`src/rtl/pipe_hazard_ctrl.sv`:
```
// Pipeline sequencing for ArqMIPS32: load-use bubbles, taken-branch flushes and data-memory freezes.
// Optional stall-cycle performance counter is built when PIPE_PERF_CNT_EN is defined.
module pipe_hazard_ctrl #(
  parameter int ADDR_SIZE = 5,
  parameter int WAIT_MAX  = 15
) (
  input  logic                 clk,
  input  logic                 rst,
  input  logic [ADDR_SIZE-1:0] id_rs,
  input  logic [ADDR_SIZE-1:0] id_rt,
  input  logic                 ex_mem_read,
  input  logic [ADDR_SIZE-1:0] ex_rt,
  input  logic                 br_taken,
  input  logic                 mem_req,
  input  logic                 mem_ready,
  output logic                 pc_en,
  output logic                 if_id_en,
  output logic                 if_id_flush,
  output logic                 id_ex_flush,
  output logic                 ex_mem_en,
  output logic                 mem_wb_en,
  output logic                 timeout,
  output logic [31:0]          stall_cycles,
  output logic [1:0]           fsm_state
);

  localparam int CW = $clog2(WAIT_MAX + 1);

  // Handshake: mem_req/mem_ready form a single-cycle completion protocol; an access
  // completes on the cycle mem_ready is high, otherwise the whole pipe holds.
  typedef enum logic [1:0] {
    RUN      = 2'd0,
    MEM_WAIT = 2'd1,
    FLUSH    = 2'd2
  } state_t;

  state_t        state;
  logic [CW-1:0] wait_cnt;
  logic          flush_pend;
  logic          timeout_q;
  logic          hazard;
  logic          mem_stall;

  assign hazard    = ex_mem_read && (ex_rt != '0) && ((ex_rt == id_rs) || (ex_rt == id_rt));
  assign mem_stall = mem_req && !mem_ready;
  assign timeout   = timeout_q;
  assign fsm_state = state;

  always_comb begin
    pc_en       = 1'b1;
    if_id_en    = 1'b1;
    if_id_flush = 1'b0;
    id_ex_flush = 1'b0;
    ex_mem_en   = 1'b1;
    mem_wb_en   = 1'b1;
    case (state)
      RUN: begin
        if (mem_stall) begin
          pc_en     = 1'b0;
          if_id_en  = 1'b0;
          ex_mem_en = 1'b0;
          mem_wb_en = 1'b0;
        end else if (br_taken) begin
          if_id_flush = 1'b1;
          id_ex_flush = 1'b1;
        end else if (hazard) begin
          pc_en       = 1'b0;
          if_id_en    = 1'b0;
          id_ex_flush = 1'b1;
        end
      end
      MEM_WAIT: begin
        if (!mem_ready) begin
          pc_en     = 1'b0;
          if_id_en  = 1'b0;
          ex_mem_en = 1'b0;
          mem_wb_en = 1'b0;
        end
      end
      FLUSH: begin
        if (mem_stall) begin
          pc_en     = 1'b0;
          if_id_en  = 1'b0;
          ex_mem_en = 1'b0;
          mem_wb_en = 1'b0;
        end else begin
          id_ex_flush = 1'b1;
        end
      end
      default: begin
        pc_en = 1'b1;
      end
    endcase
  end

  // A flush interrupted by a memory stall resumes through FLUSH once the access completes.
  always_ff @(posedge clk) begin
    if (rst) begin
      state      <= RUN;
      wait_cnt   <= '0;
      flush_pend <= 1'b0;
      timeout_q  <= 1'b0;
    end else begin
      case (state)
        RUN: begin
          if (mem_stall) begin
            state      <= MEM_WAIT;
            wait_cnt   <= CW'(1);
            flush_pend <= 1'b0;
            if (CW'(WAIT_MAX) == CW'(1)) timeout_q <= 1'b1;
          end else if (br_taken) begin
            state <= FLUSH;
          end
        end
        MEM_WAIT: begin
          if (mem_ready) begin
            state      <= flush_pend ? FLUSH : RUN;
            wait_cnt   <= '0;
            flush_pend <= 1'b0;
          end else begin
            if (wait_cnt != CW'(WAIT_MAX)) wait_cnt <= wait_cnt + CW'(1);
            if (wait_cnt >= CW'(WAIT_MAX - 1)) timeout_q <= 1'b1;
          end
        end
        FLUSH: begin
          if (mem_stall) begin
            state      <= MEM_WAIT;
            wait_cnt   <= CW'(1);
            flush_pend <= 1'b1;
            if (CW'(WAIT_MAX) == CW'(1)) timeout_q <= 1'b1;
          end else begin
            state <= RUN;
          end
        end
        default: begin
          state <= RUN;
        end
      endcase
    end
  end

`ifdef PIPE_PERF_CNT_EN
  logic [31:0] stall_q;

  always_ff @(posedge clk) begin
    if (rst) begin
      stall_q <= '0;
    end else if (!pc_en) begin
      stall_q <= stall_q + 32'd1;
    end
  end

  assign stall_cycles = stall_q;
`else
  assign stall_cycles = 32'd0;
`endif

endmodule
```
`config.mk`:
```
export PLATFORM = sky130hd
export DESIGN_NAME = pipe_hazard_ctrl
export DESIGN_NICKNAME = d
export VERILOG_FILES = /design/src/rtl/pipe_hazard_ctrl.sv
export SDC_FILE = /design/constraint.sdc
export NUM_CORES = 1
export LEC_CHECK = 0
export BUFFER_PORTS_ARGS = -buffer_cell sky130_fd_sc_hd__buf_2
export CORE_MARGIN = 5
export CORE_UTILIZATION = 30
export CTS_CLUSTER_DIAMETER = 200
export DETAILED_ROUTE_END_ITERATION = 12
export PLACE_DENSITY_LB_ADDON = 0.3
export SLEW_MARGIN = 30
export SYNTH_ARGS = -nofsm -noshare
export SYNTH_HDL_FRONTEND = slang
export SYNTH_SLANG_ARGS = --single-unit
export TNS_END_PERCENT = 100
```
`constraint.sdc`:
```
create_clock -name clk -period 1.8 [get_ports clk]
set_input_delay 0.36 -clock clk [delete_from_list [all_inputs] [get_ports clk]]
set_output_delay 0.36 -clock clk [all_outputs]
set_load 0.02 [all_outputs]
```
# After elaboration in Yosys (flattened, before gate mapping)
# Index checks and enable logic that the tools add are counted.
[word_totals]
register_bits = 8
output_inout_bits = 41
[classes]
add_sub_neg = 1
magnitude_cmp = 1
n_eq_ne = 11
muxes = 28
bitwise_logic = 1
n_reduce_logical = 14
[ops]
columns = ["cell", "count"]
rows = [
  ["$mux 1", 15],
  ["$mux 4", 3],
  ["$eq 5x5->1", 2],
  ["$mux 2", 4],
  ["$pmux 4 s2", 1],
  ["$ne 2x2->1 const B", 3],
  ["$ne 3x3->1 const B", 2],
  ["$pmux 1 s3", 2],
  ["$pmux 2 s3", 1],
  ["$reduce_and 3->1", 2],
  ["$reduce_bool 5->1", 1],
  ["$add 4x1->4 const B", 1],
  ["$ge 4x4->1 const B", 1],
  ["$ne 4x4->1 const B", 1],
  ["$pmux 1 s2", 2],
  ["$reduce_and 4->1", 1],
  ["$logic_and 1x1->1", 3],
  ["$reduce_bool 3->1", 1],
  ["$eq 2x1->1 const B", 1],
  ["$eq 2x2->1 const B", 1],
  ["$logic_not 2->1", 1],
  ["$ne 2x1->1 const B", 1],
  ["$reduce_and 2->1", 1],
  ["$reduce_bool 2->1", 1],
  ["other kinds (4)", 4],
]

# Longest topological paths before layout
[depth]
word_depth = 7
mapped_depth = 6
mapped_depth_nobuf = 6

# Worst setup path before layout
# OpenSTA, ideal clock, no wires.
[synth_timing]
path_kind = "reg2out"
startpoint = "register state[1] (netlist: fsm_state[1])"
endpoint = "output port pc_en"
arrival_time_ns = 1.869
required_ns = 1.440
path_slack_ns = -0.429
path_stages_with_launch = 7
n_path_buf = 2
cell_sequence = "dfxtp_1 -> clkbuf_1 -> inv_1 -> mux2i_1 -> or2_1 -> a21boi_1 -> buf_4"
[synth_between]
elab_chain_len = 2
[synth_rtl]
columns = ["element", "line_no", "source"]
rows = [
  ["from (decl)", "37", "state_t state;"],
  ["from (signal assigned)", "117", "state <= flush_pend ? FLUSH : RUN;"],
  ["$eq 2x2->1, or another cell as far along", "--", ""],
  ["$pmux 1 s3 *", "--", ""],
  ["to (decl)", "16", "output logic pc_en,"],
]
# Mark *: on every way between the ends. The rest lies on a longest branch, timed or not.

# Worst setup path in the final report
[layout_timing]
startpoint = "input port ex_rt[1]"
endpoint = "output port id_ex_flush"
[layout_between]
elab_chain_len = 7
[layout_rtl]
columns = ["element", "line_no", "source"]
rows = [
  ["from (decl)", "12", "input logic [ADDR_SIZE-1:0] ex_rt,"],
  ["$eq 5x5->1 / $reduce_bool 5->1 (equally long branches)", "44", "assign hazard = ex_mem_read && (ex_rt != '0) && ((ex_rt == id_rs) || (ex_rt == id_rt));"],
  ["$logic_or 1x1->1 / $logic_and 1x1->1 (equally long branches)", "44", ""],
  ["$logic_and 1x1->1 *", "44", ""],
  ["$mux 1 *", "66", "end else if (hazard) begin"],
  ["$mux 1 *", "63", "end else if (br_taken) begin"],
  ["$mux 1 *", "58", "if (mem_stall) begin"],
  ["$pmux 1 s2 *", "56", "case (state)"],
  ["to (decl)", "19", "output logic id_ex_flush,"],
]
# Marked as above.

==> flow_metrics.tcl <==
set metrics [dict create \
    ys.flop_type "dfxtp_1" \
    hold_buffers 0 \
    fin_ws_ns -0.0899 \
    io_buffer_count 29 \
    whs_ns 0.436 \
    synth_seq_cells 8 \
    vias 790 \
    dp.final_hpwl_um 1760 \
    run_status "finished with violations" \
    synth_warnings 0 \
    cap_viol_max_count 0 \
    dr.pass1.iters 4 \
    grt_pass1_wl_um 3390 \
    fin_skew_ns 0.00920 \
    synth-edff-count 0 \
    via_per_inst 4.36 \
    dp_slack_ns -0.155 \
    r2r_slack_ns 0.25 \
    grt_pass1_vias 781 \
    setup_violations 3 \
    grtUsageTotal 0.0986 \
    layout_min_cycle_time_ns 1.89 \
    synth_async_sr_flop_share 0 \
    die_h_um 64.0 \
    syn2layout_area_growth_pct 19.1 \
    fin_util 0.374 \
    synth_cell_types 33 \
    min_path_type "primary input to flop" \
    coreArea_um2 2780 \
    crit_path_start_kind "primary input" \
    die_width_um 64.0 \
    cts.sinks 8 \
    dieArea_um2 4090 \
    rsz0062_at_grt "yes" \
    maxSlewViolCount 0 \
    drive_gt1_frac 0.307 \
    crit_type "primary input to output port" \
    dr.first_iter.drc_count 9 \
    syn_avg_cell_area_um2 7.59 \
    power_density_nw_per_um2 532 \
    start_util 0.314 \
    grt_overflow 0 \
    crit_path_end_kind "output port" \
    drc_errors 0 \
    cts_made_buffers 3 \
    gp_congestion 0.833 \
    cp_data_required_time_ns 1.44 \
    worstPathArrival_ns 1.53 \
    cts_root_buf "clkbuf_4" \
    power_w 0.000554 \
    cts_max_level 1 \
    syn_inst 115 \
    grt_max_degree 12 \
    clkTransAtPathRegs_ns 0.06 \
    ant_nets 0 \
    fin_crit_sh 1.05 \
    nets 175 \
    fp-row-count 19 \
    max_freq_mhz 529 \
    pin_count 62 \
    ir_drop_v 0.000320 \
    antenna_cells 0 \
    cts_tree "yes" \
    insertion_delay_ns 0.26 \
    hold_viol_final 0 \
    clock_path_buffers 2 \
    postCtsSetupRepairBufs 0 \
    synth-seq-area-share 0.183 \
    fillCellCount 309 \
    antenna_found_initial 0 \
    wirelength_um 2010 \
    leakagePower_nw 0.510 \
    violations "negative setup slack" \
    syn-cell-area_um2 873 \
    worstPathMaxFanout 2 \
    wl_per_cell_um 11.1 \
]
logic make-up after synthesis:
family / count (synthesis) / share of synthesized area
AO/OA/AOI/OAI: 17 / 0.128
XOR/XNOR: 10 / 0.100
adder cells (fa/ha/maj): 2 / 0.0286
buffers and inverters: 40 / 0.318
flip-flops: 8 / 0.183
multiplexers: 2 / 0.0244
other: 1 / 0.00429
AND/OR/NAND/NOR: 35 / 0.213
timing repair:
item,in CTS,in global routing
hold endpoints to repair,0,0
pin swaps,2,0
resized for setup,5,0
endpoints found under the setup margin,3,3
per-layer routing:
layer / routed length, µm / part of all wire / track usage
met5: 0 / 0 / 0
met3: 259 / 0.13 / 0.0298
met4: 27 / 0.013 / 0.0312
met2: 998 / 0.50 / 0.173
met1: 728 / 0.36 / 0.113
state kept, by name, indices dropped and copies added (netlist names):
name,flops
wait_cnt,4
fsm_state,2
flush_pend,1
timeout,1
cell usage after synthesis, types with 2 or more instances:
cell type | n | share of area
buf_4 | 34 | 0.29
xnor2_1 | 10 | 0.10
nor2_1 | 9 | 0.039
dfxtp_1 | 8 | 0.18
nor3_1 | 5 | 0.029
a21oi_1 | 4 | 0.023
inv_1 | 4 | 0.017
nand2_1 | 4 | 0.017
nand3_1 | 4 | 0.023
nor2b_1 | 3 | 0.021
a21o_1 | 2 | 0.017
clkbuf_1 | 2 | 0.0086
ha_1 | 2 | 0.029
nand2b_1 | 2 | 0.014
o21ai_0 | 2 | 0.011
o21ai_1 | 2 | 0.011
or4_1 | 2 | 0.017
layout make-up:
type	count	area, µm²	area share
Inverter	4	15.0	0.0144
Tap cell	31	38.8	0.0373
Multi-Input combinational cell	98	587	0.564
Timing Repair Buffer	37	216	0.208
Sequential cell	8	160	0.154
Clock buffer	3	22.5	0.0217
worst max-delay path: stages:
cell	delay, ns
buf_2	0.10
or4_4	0.54
o21ai_4	0.15
nor3_1	0.07
a21o_1	0.18
buf_6	0.13
worst paths after layout:
path,from,to,depth (start not counted)
max reg2reg,wait_cnt[1],wait_cnt[1],5
max,ex_rt[1],id_ex_flush,6
min,rst,fsm_state[0],3
min reg2reg,timeout,timeout,2
power by group:
part	switching (W)	internal (W)
registers	0.00000728	0.000184
logic	0.000142	0.0000830
clock network	0.0000611	0.0000763
total	0.000211	0.000343
through the flow:
step	cell area [µm²]	std cells	setup TNS (ns)
final	1040	181	-0.263
after global routing	1040	181	-0.398
after CTS	1040	181	-0.295
after detailed placement	998	178	-0.427
after global placement	998	178	-0.348
after floorplan	1020	146	-0.0525
cell usage in the layout (no fill, tap or decap), types with 2 or more instances in the layout:
cell	synthesis	routed
buf_4	34	10
dfxtp_1	8	8
a21o_1	2	2
nand3_1	4	4
nor3_1	5	5
clkbuf_4	0	3
nand2_1	4	4
nor2_1	9	9
xnor2_1	10	10
o21ai_0	2	2
conb_1	1	32
a21oi_1	4	4
nand2b_1	2	2
nor2b_1	3	3
inv_1	4	4
ha_1	2	2
buf_2	0	26
Note: power is estimated with default switching activity, not from simulation.
